<file path="config.mk">
export PLATFORM = sky130hd
export DESIGN_NAME = icache
export DESIGN_NICKNAME = d
export VERILOG_FILES = /design/src/rtl/cpu_pkg.sv /design/src/rtl/icache_array.sv /design/src/rtl/icache.sv
export SDC_FILE = /design/constraint.sdc
export NUM_CORES = 2
export LEC_CHECK = 0
export ABC_AREA = 1
export CAP_MARGIN = 10
export CORE_MARGIN = 1
export CORE_UTILIZATION = 50
export DETAILED_ROUTE_END_ITERATION = 8
export HOLD_SLACK_MARGIN = 0.12
export PLACE_DENSITY = 0.66
export SYNTH_ARGS = -nofsm -noshare
export SYNTH_HDL_FRONTEND = slang
export SYNTH_HIERARCHICAL = 1
export SYNTH_SLANG_ARGS = --single-unit
</file>
<file path="constraint.sdc">
create_clock -name clk_in -period 6.63 [get_ports clk_in]
set_clock_uncertainty 0.05 [all_clocks]
set_input_delay 1.6575 -clock clk_in [delete_from_list [all_inputs] [get_ports clk_in]]
set_output_delay 1.6575 -clock clk_in [all_outputs]
set_load 0.01 [all_outputs]
</file>
<file path="src/rtl/cpu_pkg.sv">
// Shared definitions for the instruction-side memory blocks.
//   INDEX_BITS  default line-index width (2^INDEX_BITS lines)
//   TAG_BITS    tag width left over from a 30-bit word address
//   WORD_ALIGN  low address bits of a word-aligned request
//   state_e     instruction cache controller states
package cpu_pkg;

  localparam int unsigned INDEX_BITS = 6;
  localparam int unsigned TAG_BITS   = 30 - INDEX_BITS;

  localparam logic [1:0] WORD_ALIGN = 2'b00;

  typedef enum logic {
    IDLE,
    MISS
  } state_e;

endpackage

</file>
<file path="src/rtl/icache_array.sv">
// Valid/tag/data storage for the direct-mapped instruction cache.
// Ports:
//   clk_in, rst_in         clock and synchronous active-high reset (clears valid bits only)
//   rd_index               asynchronous read index
//   rd_valid/tag/data      contents of line rd_index
//   we, wr_index,
//   wr_tag, wr_data        synchronous write; sets the line valid
module icache_array
  import cpu_pkg::*;
#(
  parameter int unsigned INDEX_BITS = cpu_pkg::INDEX_BITS
) (
  input  logic                     clk_in,
  input  logic                     rst_in,
  input  logic [INDEX_BITS-1:0]    rd_index,
  output logic                     rd_valid,
  output logic [29-INDEX_BITS:0]   rd_tag,
  output logic [31:0]              rd_data,
  input  logic                     we,
  input  logic [INDEX_BITS-1:0]    wr_index,
  input  logic [29-INDEX_BITS:0]   wr_tag,
  input  logic [31:0]              wr_data
);

  localparam int unsigned TAG_BITS = 30 - INDEX_BITS;
  localparam int unsigned Depth    = 1 << INDEX_BITS;

  logic [Depth-1:0]    valid_q;
  logic [TAG_BITS-1:0] tag_q  [Depth];
  logic [31:0]         data_q [Depth];

  assign rd_valid = valid_q[rd_index];
  assign rd_tag   = tag_q[rd_index];
  assign rd_data  = data_q[rd_index];

  always_ff @(posedge clk_in) begin
    if (rst_in) begin
      valid_q <= '0;
    end else if (we) begin
      valid_q[wr_index] <= 1'b1;
    end
  end

  // Tag and data need no reset: a line is only consulted once its valid bit is set.
  always_ff @(posedge clk_in) begin
    if (we) begin
      tag_q[wr_index]  <= wr_tag;
      data_q[wr_index] <= wr_data;
    end
  end

endmodule

</file>
<file path="src/rtl/icache.sv">
// Direct-mapped, one-word-per-line instruction cache.
// Ports:
//   clk_in, rst_in            clock, synchronous active-high reset
//   rdy_in                    global ready; low freezes all state
//   fetch_valid, fetch_addr   fetch request (bits [1:0] ignored)
//   flush                     pc redirect; abandons the current requester
//   fetch_ready, fetch_inst   same-cycle hit response
//   mem_valid, mem_addr       registered single-word read request
//   mem_ready, mem_data       read completion and returned word
module icache
  import cpu_pkg::*;
#(
  parameter int unsigned INDEX_BITS = cpu_pkg::INDEX_BITS
) (
  input  logic        clk_in,
  input  logic        rst_in,
  input  logic        rdy_in,
  input  logic        fetch_valid,
  input  logic [31:0] fetch_addr,
  input  logic        flush,
  output logic        fetch_ready,
  output logic [31:0] fetch_inst,
  output logic        mem_valid,
  output logic [31:0] mem_addr,
  input  logic        mem_ready,
  input  logic [31:0] mem_data
);

  localparam int unsigned TAG_BITS = 30 - INDEX_BITS;

  state_e state_q, state_d;
  logic [31:0] miss_addr_q;

  logic [INDEX_BITS-1:0] index;
  logic [TAG_BITS-1:0]   tag;
  logic                  rd_valid;
  logic [TAG_BITS-1:0]   rd_tag;
  logic [31:0]           rd_data;
  logic                  hit;
  logic                  start_miss;
  logic                  fill;
  logic                  unused_addr_bits;

  assign index            = fetch_addr[INDEX_BITS+1:2];
  assign tag              = fetch_addr[31:INDEX_BITS+2];
  assign unused_addr_bits = ^fetch_addr[1:0];

  assign hit        = fetch_valid & rd_valid & (rd_tag == tag);
  assign start_miss = (state_q == IDLE) & fetch_valid & ~hit & ~flush & rdy_in;
  // A flush never cancels the fill: the returned word is correct for miss_addr_q.
  assign fill       = (state_q == MISS) & mem_ready & rdy_in & ~rst_in;

  icache_array #(
    .INDEX_BITS(INDEX_BITS)
  ) u_array (
    .clk_in   (clk_in),
    .rst_in   (rst_in),
    .rd_index (index),
    .rd_valid (rd_valid),
    .rd_tag   (rd_tag),
    .rd_data  (rd_data),
    .we       (fill),
    .wr_index (miss_addr_q[INDEX_BITS+1:2]),
    .wr_tag   (miss_addr_q[31:INDEX_BITS+2]),
    .wr_data  (mem_data)
  );

  always_ff @(posedge clk_in) begin
    if (rst_in) begin
      state_q <= IDLE;
    end else begin
      state_q <= state_d;
    end
  end

  always_ff @(posedge clk_in) begin
    if (rst_in) begin
      miss_addr_q <= '0;
    end else if (start_miss) begin
      miss_addr_q <= {fetch_addr[31:2], WORD_ALIGN};
    end
  end

  always_comb begin
    state_d = state_q;
    case (state_q)
      IDLE:    if (start_miss) state_d = MISS;
      MISS:    if (mem_ready && rdy_in) state_d = IDLE;
      default: state_d = IDLE;
    endcase
  end

  // mem_valid comes straight from the state flop and mem_addr from miss_addr_q,
  // so both are registered and stay put until the cycle after mem_ready.
  always_comb begin
    fetch_ready = ~rst_in & rdy_in & ~flush & (state_q == IDLE) & hit;
    fetch_inst  = fetch_ready ? rd_data : 32'h0;
    mem_valid   = (state_q == MISS);
    mem_addr    = miss_addr_q;
  end

endmodule

</file>
# Word-level counts from Yosys, hierarchy flattened
# Memory sizes are Yosys's and may differ from the RTL's.
# Cells that the tools add are included.
# totals
ff_bits	95
latchBits	0
ramBits	3584
mem_bits_ro	0
in_bits	70
out_inout_bits	66
wordCells	39
n_memories	2
# op_classes
add_sub_neg	0
mul	0
n_div	0
order_cmp	3
n_eq_ne	1
n_shift	0
muxes	10
bitwise_logic	18
n_reduce_logical	2
# mem_list
name	depth	word_bits	rd	rd_clocked_by_memory_dff	wr	line	text
u_array.data_q	64	32	1	0	1	icache_array.sv:30	logic [31:0] data_q [Depth];
u_array.tag_q	64	24	1	0	1	icache_array.sv:29	logic [TAG_BITS-1:0] tag_q [Depth];
# ops
cell	n
64-bit bitwise OR	1
32-bit two-way mux	1
24-bit == test	1
6-bit by 7-bit < comparator with 1-bit output, second input constant	2
1-bit bitwise AND	13
1-bit binary-select mux with 6-bit select	1
1-bit demux with 6-bit select	1
6-bit by 1-bit >= comparator with 1-bit output, second input constant	1
1-bit two-way mux	6
1-bit NOT	4
1-bit logical AND	2
1-bit case mux with 2 select lines	1

# Longest topological paths before layout
# logic_depth
word_depth	10
ltp_mapped	24
mapped_depth_nobuf	19

# Hierarchy
# Netlist, hierarchy kept.
# by_module_without_submodules
mod	n_inst	cells_per_inst	area_each_um2	seq_area_each_um2
icache_array	1	12101	146076.3	108904.4
icache	1	406	2575.0	620.6

# Worst setup path after synthesis
# No wires, ideal clock.
# synth_path
kind	input to output
startpoint	in fetch_addr[2]
endpoint	out fetch_inst[25]
arrival_ps	3763
t_required_ps	4922
slack_ps	1160
path_stages	20
n_path_buf	5
cell_sequence	buf_4 buf_4 buf_4 buf_2 nand2_1 nand3_1 nand3_1 nand3_1 nand3_1 nand2_1 nand2_1 nand2_1 xnor2_1 nand4_1 nor2_1 nand2_1 nor2_2 nand3_2 buf_6 nor2_1
# synth_via
elab_cells_between_ends	9
classes_between	eq/ne: 1; mux: 3; bitwise: 3; memory: 2
# synth_rtl
item	line	text
start, declared	icache.sv:19	input logic [31:0] fetch_addr,
memory 64 x 24 bit	n/a	
via rd_tag[14]	icache.sv:37	logic [TAG_BITS-1:0] rd_tag;
24-bit == test	icache.sv:48	assign hit = fetch_valid & rd_valid & (rd_tag == tag);
1-bit bitwise AND	icache.sv:48	
1-bit bitwise AND	icache.sv:96	fetch_ready = ~rst_in & rdy_in & ~flush & (state_q == IDLE) & hit;
32-bit two-way mux	icache.sv:97	fetch_inst = fetch_ready ? rd_data : 32'h0;
end, declared	icache.sv:22	output logic [31:0] fetch_inst,
# The timed path passes the listed nets, and every way through them passes these cells. The select of a mux whose other input is x is not followed.

# Worst setup path after layout
# layout_path
startpoint	in fetch_addr[4]
endpoint	out fetch_inst[12]
# The elaborated chain is that of the path after synthesis.

==> run summary <==
Summing the sequential cell areas from Yosys gives 73.7% of the chip area. The logs give -85.0 ps for the pre-CTS worst setup slack and 30.5% for the overall track demand over capacity in global routing. The pin count of the biggest net entering global routing is 120. The cell depth of the worst hold path is 2, and the required time of the critical path is 4920 ps. CTS built an H-tree with a depth of 5. The logs give 0.0608 uW for the reported leakage power and 466 mm for the routed wire length. The tools report the hold violation count in the final report as 0. The number of warnings reported in the yosys synthesis log was 6; the final layout net count was 12,800. Counting distinct cell types in the post-synthesis netlist gives 35. In this run the horizontal extent of the chip is 547 microns. Setup repair after global routing could not meet its margin everywhere. In the routed design, unresolved DRC markers number 0. The number of global-route vias before repair is 97,500, and the via count of the routed design is 103,000.

In this run the vertical extent of the chip is 547 microns. In this design, the stage delay of the slowest critical-path cell is 540 ps. The buffers plus inverters on the worst setup path is 7, and the detailed-placement wirelength estimate is 244 mm. Summing all non-filler instances in the final layout gives an area of 170,000 sq um. The die area was 299,000 sq um; the per-cell routed wire length was 27.4 microns. After synthesis, the share of flip-flops with an asynchronous set or reset is 0%.

The number of nets with antenna violations after routing was 0; the number of enable-type register cells in the synthesized netlist was 3,584. In this run, CTS created clock tree buffers numbering 372. Highest clock rate: 0.152 GHz. In this run, post-CTS hold repair placed 0 buffers. The flow ran to the end, and the final reports show no timing, DRC or antenna violations.

The kind of launch point of the worst setup path was an input port. The first global-routing pass estimated 666 mm of wire. Synthesis produced 12,500 cells. In this run the core area contains 199 standard-cell rows. The slowest stage of the critical path belongs to the cell sky130_fd_sc_hd__clkdlybuf4s50_1. The number of pins with negative max-slew slack in the final report was 0. For flop-to-flop paths, the worst setup slack is 2810 ps. The tools report the DRC violation total after the first TritonRoute iteration as 14,400. The design draws 49,900 uW. The worst register-to-register path has a depth of 9. The tools report the instance area after placement as 157,000 sq um. No sink is reached through more buffers than the 4 on the longest clock path. For the worst-case headroom to the max-slew limit, the log shows 12.6%. The tools report the floorplan core area as 295,000 sq um. TritonCTS built the clock tree.

The cell that appears most often on the critical path is sky130_fd_sc_hd__nand2_1. The most used flip-flop cell after synthesis is sky130_fd_sc_hd__edfxtp_1. Compared with the post-synthesis result, the final layout area differs by 14.4%. The number of synthesized register bits was 3,679; the total congestion overflow was 0. Family with the most delay on the worst path: buffers and inverters.

Clock-pin slew was measured on the worst setup and hold paths at 60 ps. The maximum vdd ir drop came out at 0.227 mV. The tools report the element type at the critical path end as a primary output. In this run the count of I/O pins placed on the die edge is 136. The number of vias per cell was 6.07.

Kind of critical path: in -> out. The signal on the critical path passes through buf_8 > buf_12 > buf_12 > buf_4 > nand3_1 > nand3_1 > nand3_1 > nand2_1 > nand2_1 > nand2_1 > inv_1 > nand2_1 > nand2_1 > nor2_1 > nand3b_1 > nor2_2 > nand3_4 > buf_6 > nor2_2 > clkdlybuf4s50_1. Port buffering added 131 buffers. The run gives 4890 ps as the endpoint arrival time on the critical path. The root buffer cell chosen for the clock tree is sky130_fd_sc_hd__clkbuf_16. The logs give 28 for the number of antenna violations at the first check in global routing and 950 ps for the later-pin clock latency in the skew report. For this design, the sink count on the clock tree is 3,679. The run gives 50.4% as the initial core utilization. For this design the ratio of total power to cell area is 294 nW/um^2.

Share of the clock period used by the worst path: 99.5%. The run gives 149,000 sq um as the synthesized cell area. The worst-path maximum fanout came out at 27. The library cells used most frequently in the layout, excluding fill and tap cells, are sky130_fd_sc_hd__nand2_1 (4,116), sky130_fd_sc_hd__edfxtp_1 (3,584), sky130_fd_sc_hd__nand3_1 (3,373), sky130_fd_sc_hd__clkbuf_16 (382), sky130_fd_sc_hd__buf_4 (349).

The path length in cells of the critical path is 20. The global placer's final weighted congestion was 0.872; the share of layout cells above drive strength 1 was 9.95%. The tools report the final core utilization as 57.7%. Across all setup checks in the final design, the least slack found is 32.5 ps. The synthesized area per cell is 11.9 sq um, and the post-route minimum period is 6600 ps. The number of detailed-routing iterations run before antenna repair is 6.

The tools report the final count of negative-setup-slack endpoints as 0. The most common library cell in the layout ignoring fill and taps is sky130_fd_sc_hd__nand2_1. At the pin with the least slew margin, the transition time is 1310 ps. Across the run, the number of max-cap violations was 0.

The min-delay analysis places its worst path in the category reg -> reg.
## Yosys cell counts (30+ instances only)
library cell,instances,area (sq um)
sky130_fd_sc_hd__a21oi_1,31,155
sky130_fd_sc_hd__edfxtp_1,3584,108000
sky130_fd_sc_hd__nor2_2,30,188
sky130_fd_sc_hd__buf_6,44,495
sky130_fd_sc_hd__inv_1,102,383
sky130_fd_sc_hd__nor2_1,259,972
sky130_fd_sc_hd__buf_2,447,2240
sky130_fd_sc_hd__clkbuf_1,135,507
sky130_fd_sc_hd__dfxtp_1,95,1900
sky130_fd_sc_hd__buf_4,108,811
sky130_fd_sc_hd__nand2_1,4131,15500
sky130_fd_sc_hd__buf_1,83,312
sky130_fd_sc_hd__nand3_2,31,310
sky130_fd_sc_hd__nand3_1,3374,16900
## worst register-to-register path: cells and delay by family, from the launching register on
kind                   cells  cell delay [ps]
and+or+nand+nor            5             1840
buffers and inverters      4             1060
DFF                        1              450
## layout make-up
cell class | instances | area (sq um)
clock inverter | 225 | 2540
clock buffer | 455 | 9760
tap | 3919 | 4900
fill | 23200 | 125000
multi-input combinational | 7889 | 34800
antenna | 22 | 55.1
timing repair inverter | 1 | 11.3
timing repair buffer | 676 | 7880
sequential | 3679 | 110000
inverter | 117 | 503
## what timing repair did
item | in CTS | in global routing
gates resized for setup | 16 | 51
setup endpoints to repair | 33 | 33
pin swaps | 0 | 1
cloned | 5 | 4
buffers inserted | 0 | 1
## metrics by stage
| step | TNS, ps | hold slack (ps) | cells |
|---|---|---|---|
| floorplan | 0 | 390 | 12500 |
| global placement | -2710 | 399 | 16300 |
| detailed placement | -2110 | 407 | 16300 |
| CTS | 0 | 423 | 17000 |
| global route | -626 | 448 | 17000 |
| finish | 0 | 419 | 17000 |
## where the power goes
part	internal [uW]	switching [uW]	total (uW)
registers	25500	28.9	25500
logic	938	2190	3130
clock network	12300	8920	21300
total	38800	11100	49900
## logic make-up (layout without fill, tap and decap cells)
logic type | after synthesis | count (layout) | synth area share, %
simple gates | 7848 | 7848 | 22.9
flops | 3679 | 3679 | 73.7
buf+inv | 940 | 1474 | 3.28
compound gates | 34 | 34 | 0.117
xor+xnor | 5 | 5 | 0.0295
other cells | 1 | 24 | 0.00252
## path summary, 6_finish.rpt
kind,from,end
min,u_array/valid_q[31],u_array/valid_q[31]
min reg2reg,u_array/valid_q[31],u_array/valid_q[31]
max reg2reg,mem_valid,u_array/data_q[12][2]
max,fetch_addr[4],fetch_inst[12]
## registers in the layout, summed over array words and instances (netlist names)
| name | count |
|---|---|
| u_array/valid_q | 64 |
| mem_addr | 30 |
| u_array/tag_q | 1536 |
| mem_valid | 1 |
| u_array/data_q | 2048 |
## per-layer routing
layer	wire, microns	track usage, %	up-vias
met5	13	0	-
met2	210000	47.3	6633
met1	174000	41.0	50500
met4	28100	16.7	2
li1	-	-	44700
met3	54600	5.69	1275
(Power assumes the default switching activity.)
